## config.mk

```make
export PLATFORM = sky130hd
export DESIGN_NAME = output_forward_mac_flat
export DESIGN_NICKNAME = d
export VERILOG_FILES = /design/src/rtl/output_forward_mac_if.sv /design/src/rtl/output_forward_mac.sv /design/src/flat_wrapper.sv
export SDC_FILE = /design/constraint.sdc
export NUM_CORES = 1
export LEC_CHECK = 0
export BUFFER_PORTS_ARGS = -buffer_cell sky130_fd_sc_hd__buf_4
export CORE_UTILIZATION = 53
export CTS_CLUSTER_DIAMETER = 50
export DETAILED_ROUTE_END_ITERATION = 7
export GPL_TIMING_DRIVEN = 1
export PLACE_DENSITY = 0.72
export SYNTH_ARGS = -nofsm -noshare
export SYNTH_HDL_FRONTEND = slang
export SYNTH_SLANG_ARGS = --single-unit
```

## constraint.sdc

```tcl
create_clock -name clk_i -period 9.5 [get_ports clk_i]
set_input_delay 2.85 -clock clk_i [delete_from_list [all_inputs] [get_ports clk_i]]
set_output_delay 2.85 -clock clk_i [all_outputs]
set_load 0.03 [all_outputs]
```

## src/rtl/output_forward_mac_if.sv

```systemverilog
// output_forward_mac_if: stream-in / replay-out bundle for the output-neuron
// forward accumulator.
//   master (producer side): drives start_i, valid_i, hidden_val_i, w_i, b_pass_i;
//                           observes busy_o, final_o, final_valid_o,
//                           hidden_val_o, hidden_idx_o, replay_valid_o.
//   slave  (accumulator):   the mirror image of master.
interface output_forward_mac_if #(
   parameter int unsigned IDX_W = 2
);
   localparam int unsigned HV_W  = 10;
   localparam int unsigned WT_W  = 8;
   localparam int unsigned ACC_W = 23;

   logic               start_i;
   logic               valid_i;
   logic [HV_W-1:0]    hidden_val_i;
   logic [WT_W-1:0]    w_i;
   logic               b_pass_i;
   logic               busy_o;
   logic [ACC_W-1:0]   final_o;
   logic               final_valid_o;
   logic [HV_W-1:0]    hidden_val_o;
   logic [IDX_W-1:0]   hidden_idx_o;
   logic               replay_valid_o;

   modport master (
      output start_i, valid_i, hidden_val_i, w_i, b_pass_i,
      input  busy_o, final_o, final_valid_o, hidden_val_o, hidden_idx_o, replay_valid_o
   );

   modport slave (
      input  start_i, valid_i, hidden_val_i, w_i, b_pass_i,
      output busy_o, final_o, final_valid_o, hidden_val_o, hidden_idx_o, replay_valid_o
   );
endinterface

```

## src/rtl/output_forward_mac.sv

```systemverilog
// output_forward_mac: forward-pass accumulator for the output neuron.
// Accumulates final = sum(hidden_val * w) over N_HIDDEN streamed beats while
// keeping a copy of every activation, then replays those activations one per
// cycle when the backward pass is requested.
//   clk_i  : clock, rising edge
//   rst_i  : asynchronous active-high reset, clears all state
//   bus    : output_forward_mac_if.slave
//            in : start_i, valid_i, hidden_val_i[9:0], w_i[7:0], b_pass_i
//            out: busy_o, final_o[22:0], final_valid_o, hidden_val_o[9:0],
//                 hidden_idx_o[IDX_W-1:0], replay_valid_o (all registered)
module output_forward_mac #(
   parameter int unsigned N_HIDDEN = 4,
   parameter int unsigned IDX_W    = 2
) (
   input  logic                 clk_i,
   input  logic                 rst_i,
   output_forward_mac_if.slave  bus
);

   localparam int unsigned HV_W   = 10;
   localparam int unsigned WT_W   = 8;
   localparam int unsigned PROD_W = HV_W + WT_W;
   localparam int unsigned ACC_W  = 23;
   localparam logic [IDX_W-1:0] LAST_IDX = IDX_W'(N_HIDDEN - 1);

   typedef enum logic [1:0] {
      S_IDLE   = 2'd0,
      S_ACCUM  = 2'd1,
      S_DONE   = 2'd2,
      S_REPLAY = 2'd3
   } state_t;

   state_t              state;
   state_t              state_nxt;

   logic [ACC_W-1:0]    acc;
   logic [IDX_W-1:0]    idx;
   logic [HV_W-1:0]     hidden_buf [N_HIDDEN];
   logic                replay_last;

   logic                busy;
   logic [ACC_W-1:0]    final_q;
   logic                final_valid;
   logic [HV_W-1:0]     hidden_val_q;
   logic [IDX_W-1:0]    hidden_idx_q;
   logic                replay_valid;

   logic                start_pass_c;
   logic                beat_c;
   logic                last_beat_c;
   logic                go_replay_c;
   logic                emit_c;
   logic                replay_end_c;
   logic [PROD_W-1:0]   prod_c;
   logic [ACC_W-1:0]    sum_c;

   // Product is at most 18 bits; zero-extend before adding to the 23-bit sum.
   assign prod_c = PROD_W'(bus.hidden_val_i) * PROD_W'(bus.w_i);
   assign sum_c  = acc + ACC_W'(prod_c);

   // State register.
   always_ff @(posedge clk_i or posedge rst_i) begin
      if (rst_i) state <= S_IDLE;
      else       state <= state_nxt;
   end

   // Next-state and datapath strobes.
   always_comb begin
      state_nxt    = state;
      start_pass_c = 1'b0;
      beat_c       = 1'b0;
      last_beat_c  = 1'b0;
      go_replay_c  = 1'b0;
      emit_c       = 1'b0;
      replay_end_c = 1'b0;
      case (state)
         S_IDLE: begin
            if (bus.start_i) begin
               start_pass_c = 1'b1;
               state_nxt    = S_ACCUM;
            end
         end
         S_ACCUM: begin
            if (bus.valid_i) begin
               beat_c = 1'b1;
               if (idx == LAST_IDX) begin
                  last_beat_c = 1'b1;
                  state_nxt   = S_DONE;
               end
            end
         end
         S_DONE: begin
            // Backward request takes priority over a new forward pass.
            if (bus.b_pass_i) begin
               go_replay_c = 1'b1;
               state_nxt   = S_REPLAY;
            end else if (bus.start_i) begin
               start_pass_c = 1'b1;
               state_nxt    = S_ACCUM;
            end
         end
         S_REPLAY: begin
            // One extra cycle after the last entry lets replay_valid drop cleanly.
            if (replay_last) begin
               replay_end_c = 1'b1;
               state_nxt    = S_IDLE;
            end else begin
               emit_c = 1'b1;
            end
         end
         default: state_nxt = S_IDLE;
      endcase
   end

   // Accumulator, activation buffer, and registered outputs.
   always_ff @(posedge clk_i or posedge rst_i) begin
      if (rst_i) begin
         acc          <= '0;
         idx          <= '0;
         replay_last  <= 1'b0;
         busy         <= 1'b0;
         final_q      <= '0;
         final_valid  <= 1'b0;
         hidden_val_q <= '0;
         hidden_idx_q <= '0;
         replay_valid <= 1'b0;
         for (int i = 0; i < int'(N_HIDDEN); i++) hidden_buf[i] <= '0;
      end else begin
         busy <= (state_nxt == S_ACCUM) || (state_nxt == S_REPLAY);

         if (start_pass_c) begin
            acc         <= '0;
            idx         <= '0;
            final_valid <= 1'b0;
         end

         if (beat_c) begin
            hidden_buf[idx] <= bus.hidden_val_i;
            if (last_beat_c) begin
               final_q     <= sum_c;
               final_valid <= 1'b1;
               acc         <= '0;
               idx         <= '0;
            end else begin
               acc <= sum_c;
               idx <= idx + IDX_W'(1);
            end
         end

         if (go_replay_c) begin
            idx         <= '0;
            replay_last <= 1'b0;
         end

         if (emit_c) begin
            hidden_val_q <= hidden_buf[idx];
            hidden_idx_q <= idx;
            replay_valid <= 1'b1;
            replay_last  <= (idx == LAST_IDX);
            idx          <= (idx == LAST_IDX) ? '0 : idx + IDX_W'(1);
         end

         if (replay_end_c) begin
            replay_valid <= 1'b0;
            replay_last  <= 1'b0;
         end
      end
   end

   assign bus.busy_o         = busy;
   assign bus.final_o        = final_q;
   assign bus.final_valid_o  = final_valid;
   assign bus.hidden_val_o   = hidden_val_q;
   assign bus.hidden_idx_o   = hidden_idx_q;
   assign bus.replay_valid_o = replay_valid;

endmodule

```

## src/flat_wrapper.sv

```systemverilog
// flat-port wrapper written by rule: the top's interface ports become plain ports
module output_forward_mac_flat 
#(
   parameter int unsigned N_HIDDEN = 4,
   parameter int unsigned IDX_W    = 2
)
  (clk_i, rst_i, bus_start_i, bus_valid_i, bus_hidden_val_i, bus_w_i, bus_b_pass_i, bus_busy_o, bus_final_o, bus_final_valid_o, bus_hidden_val_o, bus_hidden_idx_o, bus_replay_valid_o);
  output_forward_mac_if #(.IDX_W(IDX_W)) bus_i ();
  input  logic clk_i;
  input  logic rst_i;
  input wire logic [$bits(bus_i.start_i)-1:0] bus_start_i;
  input wire logic [$bits(bus_i.valid_i)-1:0] bus_valid_i;
  input wire logic [$bits(bus_i.hidden_val_i)-1:0] bus_hidden_val_i;
  input wire logic [$bits(bus_i.w_i)-1:0] bus_w_i;
  input wire logic [$bits(bus_i.b_pass_i)-1:0] bus_b_pass_i;
  output wire logic [$bits(bus_i.busy_o)-1:0] bus_busy_o;
  output wire logic [$bits(bus_i.final_o)-1:0] bus_final_o;
  output wire logic [$bits(bus_i.final_valid_o)-1:0] bus_final_valid_o;
  output wire logic [$bits(bus_i.hidden_val_o)-1:0] bus_hidden_val_o;
  output wire logic [$bits(bus_i.hidden_idx_o)-1:0] bus_hidden_idx_o;
  output wire logic [$bits(bus_i.replay_valid_o)-1:0] bus_replay_valid_o;
  assign bus_i.start_i = bus_start_i;
  assign bus_i.valid_i = bus_valid_i;
  assign bus_i.hidden_val_i = bus_hidden_val_i;
  assign bus_i.w_i = bus_w_i;
  assign bus_i.b_pass_i = bus_b_pass_i;
  assign bus_busy_o = bus_i.busy_o;
  assign bus_final_o = bus_i.final_o;
  assign bus_final_valid_o = bus_i.final_valid_o;
  assign bus_hidden_val_o = bus_i.hidden_val_o;
  assign bus_hidden_idx_o = bus_i.hidden_idx_o;
  assign bus_replay_valid_o = bus_i.replay_valid_o;
  output_forward_mac #(.N_HIDDEN(N_HIDDEN), .IDX_W(IDX_W)) u_core (.clk_i(clk_i), .rst_i(rst_i), .bus(bus_i));
endmodule
```

* After elaboration in Yosys (flattened, before gate mapping) *
Cells that the tools add are included.
Widths: inputs -> output; s select.

storage, ports and cells
  register bits after elaboration = 106
  input bits = 23
  output and inout bits = 38
  word-level logic and storage cells = 77

operators by class
  add/subtract/negate cells = 2
  multipliers = 1
  $lt $le $gt $ge = 2
  equal/unequal tests = 6
  multiplexer cells = 43
  bitwise operators = 1
  reduce and logical (&&, ||, !) cells = 8

operator list
  cell                 number
  $mux 23              3
  $bwmux 40            1
  $mux 10              3
  $add 23x18->23       1
  $mux 2               11
  $mux 1               21
  $bmux 10 s2          1
  $demux 10 s2         1
  $mul 10x8->18        1
  $eq 2x2->1 const B   4
  $pmux 2 s4           1
  $eq 2x1->1 const B   2
  $reduce_bool 2->1    2
  $reduce_bool 4->1    1
  $ge 3x3->1 const B   1
  $lt 3x1->1 const B   1
  $not 2->3            1
  $reduce_bool 3->1    1
  $add 2x1->2 const B  1
  $logic_not 2->1      1
  $pmux 1 s2           1
  $reduce_and 2->1     1
  $logic_and 1x1->1    1
  $logic_or 1x1->1     1

* Longest topological paths before layout *
Gate-level depths: netlist of the first run.

  word-level depth = 8
  depth in mapped cells = 18
  depth with buffers taken out = 17

* Worst setup path after synthesis of the first run *
OpenSTA, ideal clock, no wires.

  kind = in2reg
  start point = input port bus_hidden_val_i[8]
  end point = register u_core.final_q[19] (netlist: u_core.bus.final_o[19])
  library setup time = 0.130 ns
  data arrival time = 6.921 ns
  required time = 9.370 ns
  path slack = 2.450 ns
  cell stages on the path = 16
  buffers on the path = 1
  cells stage by stage = clkbuf_1 -> nand2_1 -> fa_1 -> inv_1 -> fa_1 -> fa_1 -> inv_1 -> fa_1 -> inv_1 -> ha_1 -> a21oi_1 -> o221ai_2 -> a221o_1 -> a31oi_1 -> xor2_1 -> o21ai_1

on the way
  word-level cells in the longest chain between the ends = 2

ends and longest elaborated chain
  element                 line                       RTL
  start: declaration      flat_wrapper.sv:13         input wire logic [$bits(bus_i.hidden_val_i)-1:0] bus_hidden_val_i;
  $mul 10x8->18           output_forward_mac.sv:58   assign prod_c = PROD_W'(bus.hidden_val_i) * PROD_W'(bus.w_i);
  $add 23x18->23          output_forward_mac.sv:59   assign sum_c = acc + ACC_W'(prod_c);
  end signal: assignment  output_forward_mac.sv:140  final_q <= sum_c;
  end: declaration        output_forward_mac.sv:42   logic [ACC_W-1:0] final_q;

Every way passes these cells.
A chain may end at the register's enable or synchronous reset.

* Worst setup path after layout of the first run *
  start point = input port bus_hidden_val_i[1]
  end point = register u_core.final_q[21] (netlist: u_core.bus.final_o[21])

The elaborated chain is that of the path after synthesis.

==> results.txt, run 1 <==
hold_sp: u_core.hidden_buf[1]
main area contributors after synthesis: dfrtp_1, fa_1, ha_1
CTS tree: built
Fin Hold WS: 0.473 ns
H-tree Lvls: 3
Final Setup Violations: 0
die area: 0.0147 mm2
Final min period: 6.94 ns
Post-Syn Nets: 885
R2R Setup Slk: 4.98 ns
WL/cell: 17.1 um
Avg Cell Area, Syn: 10.1 um2
share of synthesized flip-flops with an asynchronous set or reset: 100%
dpl hpwl: 12.9 mm
Multi-input gate area: 0.00436 mm2
area fraction of the dominant cell type after synthesis: 34.8%
post_cts resized: 0
Top FF cell, synth: dfrtp_1
final worst slack: 2.56 ns
first-pass iteration count of the detailed router: 4
critical path class: primary input to flop
num ports: 61
CP required: 9.73 ns
Layout Skew: 0.00834 ns
Synth Register Bits: 105
Total Wirelength: 16.7 mm
setup TNS: 0 ns
Max Slew Vio Count: 0
post-CTS setup buffers: 0
core area: 0.0139 mm2
Worst Setup End Kind: flop
clock slew at reported path FFs: 0.08 ns
first-pass GRT wire length: 28.5 mm
Starting Density: 54.4%
port bufs: 60
Post-Syn Instances: 751
n_diodes: 0
Peak Freq: 0.144 GHz
antenna violations before repair: 0
largest net degree at the start of global routing: 60
Critical Path AT: 7.17 ns
Yosys top cell by area: dfrtp_1
via count: 5280
Slew Limit Headroom: 31.1%
Nets: 926
RR Startpoint: u_core.acc[6]
Placed Area: 0.00813 mm2
root buf cell: clkbuf_16
CP max FO: 12
Worst Reg2Reg Path Length in Cells: 16
Die Ht: 121 um
YS warnings: 0
Post-synth EDFFs: 0
final RePlAce weighted congestion: 0.915
Seq/Total Area, Yosys: 34.8%
Cell variety after synth: 45
RSZ-0062 raised after global routing: false
clk sink count: 105
Routed Antenna Nets: 0
Reg area: 0.00263 mm2
Startpoint Class: primary input
Num CTS Buffers: 9
Via density: 5.40
max-cap viol count: 0
final-report hold violation count: 0
fin crit share: 73.0%
Die W: 121 um
vias in the first global route: 5664
status: finished, final reports clean
type of the most critical hold path: flop to flop
Setup WS pre-CTS: 2.19 ns
clk_lat worst skew: 0.36 ns
synthesized area: 0.00756 mm2
hold buffer count at CTS: 0
Worst R2R End: u_core.bus.final_o[22]
row count: 43
Max Root-Sink Buffers: 2
DRC Markers: 0
Finished Cell Area: 0.00842 mm2
hold endpoint: u_core.hidden_buf[1]
Detailed Route Iter0 Violations: 269
Area Growth Syn to Fin: 11.5%
Filler cells: 1182
Slew @ Worst Pin: 1.03 ns
hold path cells: 2
grt ovf: 0
Tot GR Track Use: 25.5%
share of layout cells above drive strength 1: 17.3%
==> cell type report <==
class                   count  area share (%)
multi-input cells         496            51.8
flip-flops and latches    105            31.2
repair buffers             63            5.61
inverters                 117            5.24
clock buffers               9            2.67
well taps                 180            2.67
clock inverters             7           0.832
==> how the worst max path moves through the flow <==
stage	startpoint	end	cells after the start
2_1_floorplan	bus_hidden_val_i[8]	u_core.bus.final_o[19]	16
3_3_place_gp	bus_hidden_val_i[9]	u_core.bus.final_o[22]	17
3_5_place_dp	bus_w_i[7]	u_core.bus.final_o[21]	16
6_report	bus_hidden_val_i[1]	u_core.bus.final_o[21]	16
4_1_cts	bus_w_i[7]	u_core.bus.final_o[21]	16
5_1_grt	bus_hidden_val_i[1]	u_core.acc[21]	16
==> registers in the layout (all words and copies together), names as in the netlist <==
name                       cells
u_core.acc                    23
u_core.bus.busy_o              1
u_core.bus.final_o            23
u_core.bus.final_valid_o       1
u_core.bus.hidden_idx_o        2
u_core.bus.hidden_val_o       10
u_core.bus.replay_valid_o      1
u_core.hidden_buf             40
u_core.idx                     2
u_core.replay_last             1
u_core.state                   1
==> cells in the mapped netlist, types with 8 or more instances <==
cell type and n:
and2_1 52, fa_1 64, o21ai_0 35, a21oi_1 20, mux4_2 10, xor2_1 9, nand3_1 8, a21o_1 8
ha_1 47, dfrtp_1 105, nand2_1 130, a22o_1 8, inv_1 117, mux2_2 40, clkbuf_1 29
==> layout by cell type, fill, tap and decap left out, types with 2 or more instances in the layout <==
master / n
fa_1: 64
clkbuf_16: 9
inv_6: 2
ha_1: 47
dfrtp_1: 105
o21ai_1: 6
or3_1: 2
inv_8: 2
nand4_1: 5
mux2_2: 40
nand3_1: 8
xor2_1: 9
inv_1: 116
nor2b_1: 2
or4_1: 3
buf_4: 63
and3_1: 3
o211ai_1: 2
xnor2_1: 7
mux4_2: 10
a21o_1: 8
and2_1: 52
nor2_1: 7
a21oi_1: 20
o21ai_0: 35
mux2i_1: 2
o31ai_1: 2
a22o_1: 8
nand2_1: 130
a31oi_1: 3
a41oi_1: 3
o21bai_1: 3
==> stage by stage <==
| stage | util, % | std cells |
|---|---|---|
| 2_1_floorplan | - | 751 |
| 3_3_place_gp | 58.6 | 961 |
| 3_5_place_dp | 58.6 | 961 |
| 4_1_cts | 60.7 | 977 |
| 5_1_grt | 60.7 | 977 |
| 6_report | 60.7 | 977 |
==> worst max-delay path, stage by stage <==
cell	delay, ns
buf_4	0.16
and2_1	0.16
fa_1	0.51
fa_1	0.52
fa_1	0.55
inv_1	0.05
fa_1	0.53
inv_1	0.05
ha_1	0.36
a21oi_1	0.25
nand2_1	0.08
a41oi_1	0.27
o21ai_1	0.19
a41oi_1	0.36
xor2_1	0.19
o21ai_0	0.09
==> routing by layer <==
metal  routed length (um)  up-vias  global-route usage, %  share of wire [%]
met5                    0        -                      0                  0
met2                 8320      126                   42.8                 50
met4                  461        0                   9.88                2.8
met3                  800       33                   5.64                4.8
met1                 7080     2636                   32.1                 43
li1                     -     2485                      -                  -
==> kinds of logic (layout without fill, tap and decap cells) <==
kind of cell,after synthesis,after routing,synth area share [%]
muxes,52,52,9.21
DFF,105,105,34.8
xor gates and xnor gates,16,16,1.85
AOI/OAI and AO/OA,99,99,8.40
buffers and inverters,150,196,7.52
and+or+nand+nor,218,218,13.5
adders and majority gates,111,111,24.7
Power of run 1 is not shown: default switching activity piles up to over one toggle a cycle in this logic, so the estimate is an artifact.
==> inputs of run 2 (changes only) <==
Clock period 9.5 ns to 6.44 ns, I/O delays scaled along.
==> results.txt, run 2 (synthesized netlist as in run 1, its figures left out) <==
core area: 0.0139 mm2 (unchanged)
largest net degree at the start of global routing: 60 (unchanged)
WL/cell: 17.1 um (about the same)
post-CTS setup buffers: 0 (unchanged)
Detailed Route Iter0 Violations: 325 (was 269)
first-pass iteration count of the detailed router: 5 (was 4)
max-cap viol count: 0 (unchanged)
grt ovf: 0 (unchanged)
clk_lat worst skew: 0.36 ns (about the same)
Die W: 121 um (unchanged)
CP required: 6.67 ns (was 9.73 ns)
Final Setup Violations: 0 (unchanged)
Multi-input gate area: 0.00436 mm2 (unchanged)
Nets: 930 (was 926)
Crit path top cell by count: fa_1 (unchanged)
Slew Limit Headroom: 29.1% (was 31.1%)
Starting Density: 54.4% (unchanged)
row count: 43 (unchanged)
Worst Setup End Kind: flop (unchanged)
post_cts resized: 0 (unchanged)
Filler cells: 1164 (was 1182)
CP max FO: 10 (was 12)
setup TNS: 0 ns (unchanged)
max reg flops: 40 (unchanged)
CTS tree: built (unchanged)
hold buffer count at CTS: 0 (unchanged)
fin crit share: 94.2%
Max Slew Vio Count: 0 (unchanged)
via count: 5367 (was 5280)
DRC Markers: 0 (unchanged)
fin util: 61.2% (was 60.7%)
H-tree Lvls: 3 (unchanged)
final-report hold violation count: 0 (unchanged)
final worst slack: 0.373 ns (was 2.56 ns)
Area Growth Syn to Fin: 12.5% (was 11.5%)
dpl hpwl: 13.0 mm (was 12.9 mm)
die area: 0.0147 mm2 (unchanged)
most common cell after layout, fill and taps aside: nand2_1 (unchanged)
Via density: 5.47 (was 5.40)
clk sink count: 105 (unchanged)
Buf+Inv Stages, Crit Path: 3 (unchanged)
antenna violations before repair: 0 (unchanged)
num ports: 61 (unchanged)
highest-delay cell along the critical path: fa_1 (unchanged)
final RePlAce weighted congestion: 0.932 (was 0.915)
Slew @ Worst Pin: 1.06 ns (was 1.03 ns)
sequence of cells on the critical path: buf_4 > and2_1 > fa_1 > fa_1 > fa_1 > inv_1 > fa_1 > inv_1 > ha_1 > a21oi_1 > nand2_1 > a41oi_1 > o21ai_1 > a41oi_1 > xor2_1 > o21ai_0 (unchanged)
crit-path max cell delay: 0.55 ns (about the same)
Setup WS pre-CTS: 0.0225 ns (was 2.19 ns)
vias in the first global route: 5673 (was 5664)
Layout Skew: 0.00499 ns (was 0.00834 ns)
Top delay family on crit path: adder cells (unchanged)
type of the most critical hold path: flop to flop (unchanged)
n_diodes: 0 (unchanged)
root buf cell: clkbuf_16 (unchanged)
RSZ-0062 raised after global routing: false (unchanged)
Num CTS Buffers: 9 (unchanged)
Reg area: 0.00263 mm2 (unchanged)
first-pass GRT wire length: 28.0 mm (was 28.5 mm)
Fin Hold WS: 0.481 ns (was 0.473 ns)
port bufs: 60 (unchanged)
share of layout cells above drive strength 1: 17.7% (was 17.3%)
critical path class: primary input to flop (unchanged)
clock slew at reported path FFs: 0.07 ns (was 0.08 ns)
status: finished, final reports clean (unchanged)
Routed Antenna Nets: 0 (unchanged)
Critical Path AT: 6.30 ns (was 7.17 ns)
Die Ht: 121 um (unchanged)
Final min period: 6.07 ns
Startpoint Class: primary input (unchanged)
Largest Register: u_core.hidden_buf (unchanged)
Peak Freq: 0.165 GHz
Tot GR Track Use: 25.2% (was 25.5%)
Max Root-Sink Buffers: 2 (unchanged)
Total Wirelength: 16.8 mm (was 16.7 mm)
most frequent cells in the layout: nand2_1, inv_1, dfrtp_1 (unchanged)
[run 2: per-stage QoR]
| step | instances | cell area, um2 |
|---|---|---|
| 2_1_floorplan | 751 | 7560 |
| 3_3_place_gp | 965 | 8160 |
| 3_5_place_dp | 965 | 8160 |
| 4_1_cts | 981 | 8500 |
| 5_1_grt | 981 | 8500 |
| 6_report | 981 | 8500 |
[run 2: path summary, 6_finish.rpt]
kind,startpoint,end,slack [ns],cells after the start
setup / recovery,bus_w_i[7],u_core.bus.final_o[21],0.37,16
hold / removal,u_core.bus.final_o[0],u_core.bus.final_o[0],0.48,2
setup reg to reg,u_core.acc[8],u_core.bus.final_o[21],1.94,16
hold reg to reg,u_core.bus.final_o[0],u_core.bus.final_o[0],0.48,2
max in group asynchronous,rst_i,u_core.hidden_buf[25],3.63,3
min in group asynchronous,rst_i,u_core.bus.final_o[0],1.64,2
[run 2: tightest hold or removal path, stage by stage, from the launching register on]
cell and delay [ns]:
dfrtp_1 0.35, nand2_1 0.05, nand2_1 0.05
[run 2: final cells by class]
cell class	instances	area share, %
Multi-Input combinational cell	496	51.3
Sequential cell	105	30.9
Tap cell	180	2.65
Inverter	117	5.20
Clock buffer	9	2.65
Clock inverter	7	1.37
Timing Repair Buffer	67	5.92
[run 2: routing by layer]
| layer | global-route usage [%] | vias up | wire length (um) |
|---|---|---|---|
| met5 | 0 | - | 0 |
| met2 | 43.2 | 138 | 8570 |
| li1 | - | 2502 | - |
| met4 | 10.3 | 0 | 413 |
| met3 | 5.31 | 28 | 837 |
| met1 | 30.9 | 2699 | 6980 |
Power of run 2 is left out for the same reason.
==> inputs of run 3 (changes only) <==
Settings changed: REMOVE_ABC_BUFFERS set to 1.
==> results.txt, run 3 (synthesized netlist as in run 1, its figures left out) <==
status: finished, final reports clean (unchanged)
RR Startpoint: u_core.acc[8] (unchanged)
Max Slew Vio Count: 0 (unchanged)
Area Growth Syn to Fin: 11.7% (was 12.5%)
Via density: 5.47 (about the same)
RSZ-0062 raised after global routing: false (unchanged)
die area: 0.0147 mm2 (unchanged)
post_cts resized: 0 (unchanged)
Detailed Route Iter0 Violations: 284 (was 325)
hold_sp: u_core.hidden_buf[9] (was u_core.bus.final_o[0])
CTS tree: built (unchanged)
most frequent cells in the layout: nand2_1, inv_1, dfrtp_1 (unchanged)
final RePlAce weighted congestion: 0.927 (was 0.932)
antenna violations before repair: 0 (unchanged)
H-tree Lvls: 3 (unchanged)
Worst Setup SP: bus_w_i[7] (unchanged)
Max Root-Sink Buffers: 2 (unchanged)
fin crit share: 95.4% (was 94.2%)
n_diodes: 0 (unchanged)
Layout Skew: 0.0123 ns (was 0.00499 ns)
Final min period: 6.14 ns (was 6.07 ns)
Die Ht: 121 um (unchanged)
root buf cell: clkbuf_16 (unchanged)
Final Setup Violations: 0 (unchanged)
share of layout cells above drive strength 1: 17.5% (was 17.7%)
Filler cells: 1144 (was 1164)
num ports: 61 (unchanged)
clock slew at reported path FFs: 0.07 ns (about the same)
Slew Limit Headroom: 28.6% (was 29.1%)
final-report hold violation count: 0 (unchanged)
Total Wirelength: 16.7 mm (was 16.8 mm)
dpl hpwl: 12.3 mm (was 13.0 mm)
WL/cell: 17.1 um (about the same)
hold buffer count at CTS: 0 (unchanged)
Largest Register: u_core.hidden_buf (unchanged)
Num CTS Buffers: 9 (unchanged)
Worst Setup End Kind: flop (unchanged)
clk sink count: 105 (unchanged)
Die W: 121 um (unchanged)
grt ovf: 0 (unchanged)
core area: 0.0139 mm2 (unchanged)
Peak Freq: 0.163 GHz (was 0.165 GHz)
vias in the first global route: 5841 (was 5673)
max reg flops: 40 (unchanged)
DRC Markers: 0 (unchanged)
CP max FO: 10 (unchanged)
row count: 43 (unchanged)
critical path class: primary input to flop (unchanged)
clk_lat worst skew: 0.36 ns (about the same)
most common cell after layout, fill and taps aside: nand2_1 (unchanged)
post-CTS setup buffers: 0 (unchanged)
first-pass GRT wire length: 29.0 mm (was 28.0 mm)
Tot GR Track Use: 25.7% (was 25.2%)
port bufs: 60 (unchanged)
first-pass iteration count of the detailed router: 6 (was 5)
max-cap viol count: 0 (unchanged)
via count: 5354 (was 5367)
Routed Antenna Nets: 0 (unchanged)
largest net degree at the start of global routing: 69 (was 60)
CP required: 6.72 ns (was 6.67 ns)
Startpoint Class: primary input (unchanged)
Fin Hold WS: 0.483 ns (was 0.481 ns)
type of the most critical hold path: flop to flop (unchanged)
Critical Path AT: 6.42 ns (was 6.30 ns)
Slew @ Worst Pin: 1.07 ns (was 1.06 ns)
Starting Density: 54.4% (unchanged)
Nets: 928 (was 930)
run 3: changes by cell type in the layout (fill, tap and decap cells not counted):
cell       previous run  this run
clkinv_2              0         1
clkbuf_1              0         1
inv_6                 2         3
buf_4                67        65
nor2_2                0         1
clkinv_8              1         0
bufinv_16             2         1
nand2_2               1         2
nand2_1             130       129
inv_8                 2         0
nor2_1                7         6
run 3: layout make-up:
type	instances	area [um2]	area share (%)
multi-input combinational	496	4370	51.7
sequential	105	2630	31.1
timing repair buffer	65	488	5.78
inverter	117	442	5.23
clock buffer	10	229	2.71
tap	180	225	2.67
clock inverter	5	61.3	0.727
run 3: worst max-delay path: stages:
cell and delay, ns:
buf_4 0.15, and2_1 0.18, fa_1 0.50, fa_1 0.53, fa_1 0.54, inv_1 0.06
fa_1 0.53, inv_1 0.04, ha_1 0.34, a21oi_1 0.27, nand2_1 0.09, a41oi_1 0.32
o21ai_1 0.23, a41oi_1 0.36, a21oi_1 0.12, o21ai_0 0.21
run 3: worst paths after layout:
| kind | to | slack, ns | cells after the start |
|---|---|---|---|
| hold / removal | u_core.hidden_buf[9] | 0.48 | 2 |
| max in group asynchronous | u_core.acc[15] | 3.63 | 3 |
| min in group asynchronous | u_core.bus.final_valid_o | 1.75 | 2 |
| setup / recovery | u_core.acc[21] | 0.30 | 16 |
| hold reg to reg | u_core.hidden_buf[9] | 0.48 | 2 |
| setup reg to reg | u_core.acc[21] | 1.86 | 16 |
run 3: per-layer routing:
layer,part of all wire [%],global-route usage (%),vias to the layer above
met2,51,44.0,108
met4,1.4,6.64,0
met3,4.5,5.50,20
met5,0,0,-
li1,-,-,2497
met1,43,32.9,2729
run 3: through the flow:
stage               utilization, %  area (um2)  TNS [ns]  std cells  worst slack, ns
finish                        60.8        8440         0        978            0.296
global route                  60.8        8440         0        978           0.0355
CTS                           60.8        8440         0        978            0.357
detailed placement            58.7        8150   -0.0269        963          -0.0269
global placement              58.7        8150         0        963            0.149
floorplan                        -        7430         0        718            0.520
Power of run 3 is left out for the same reason.
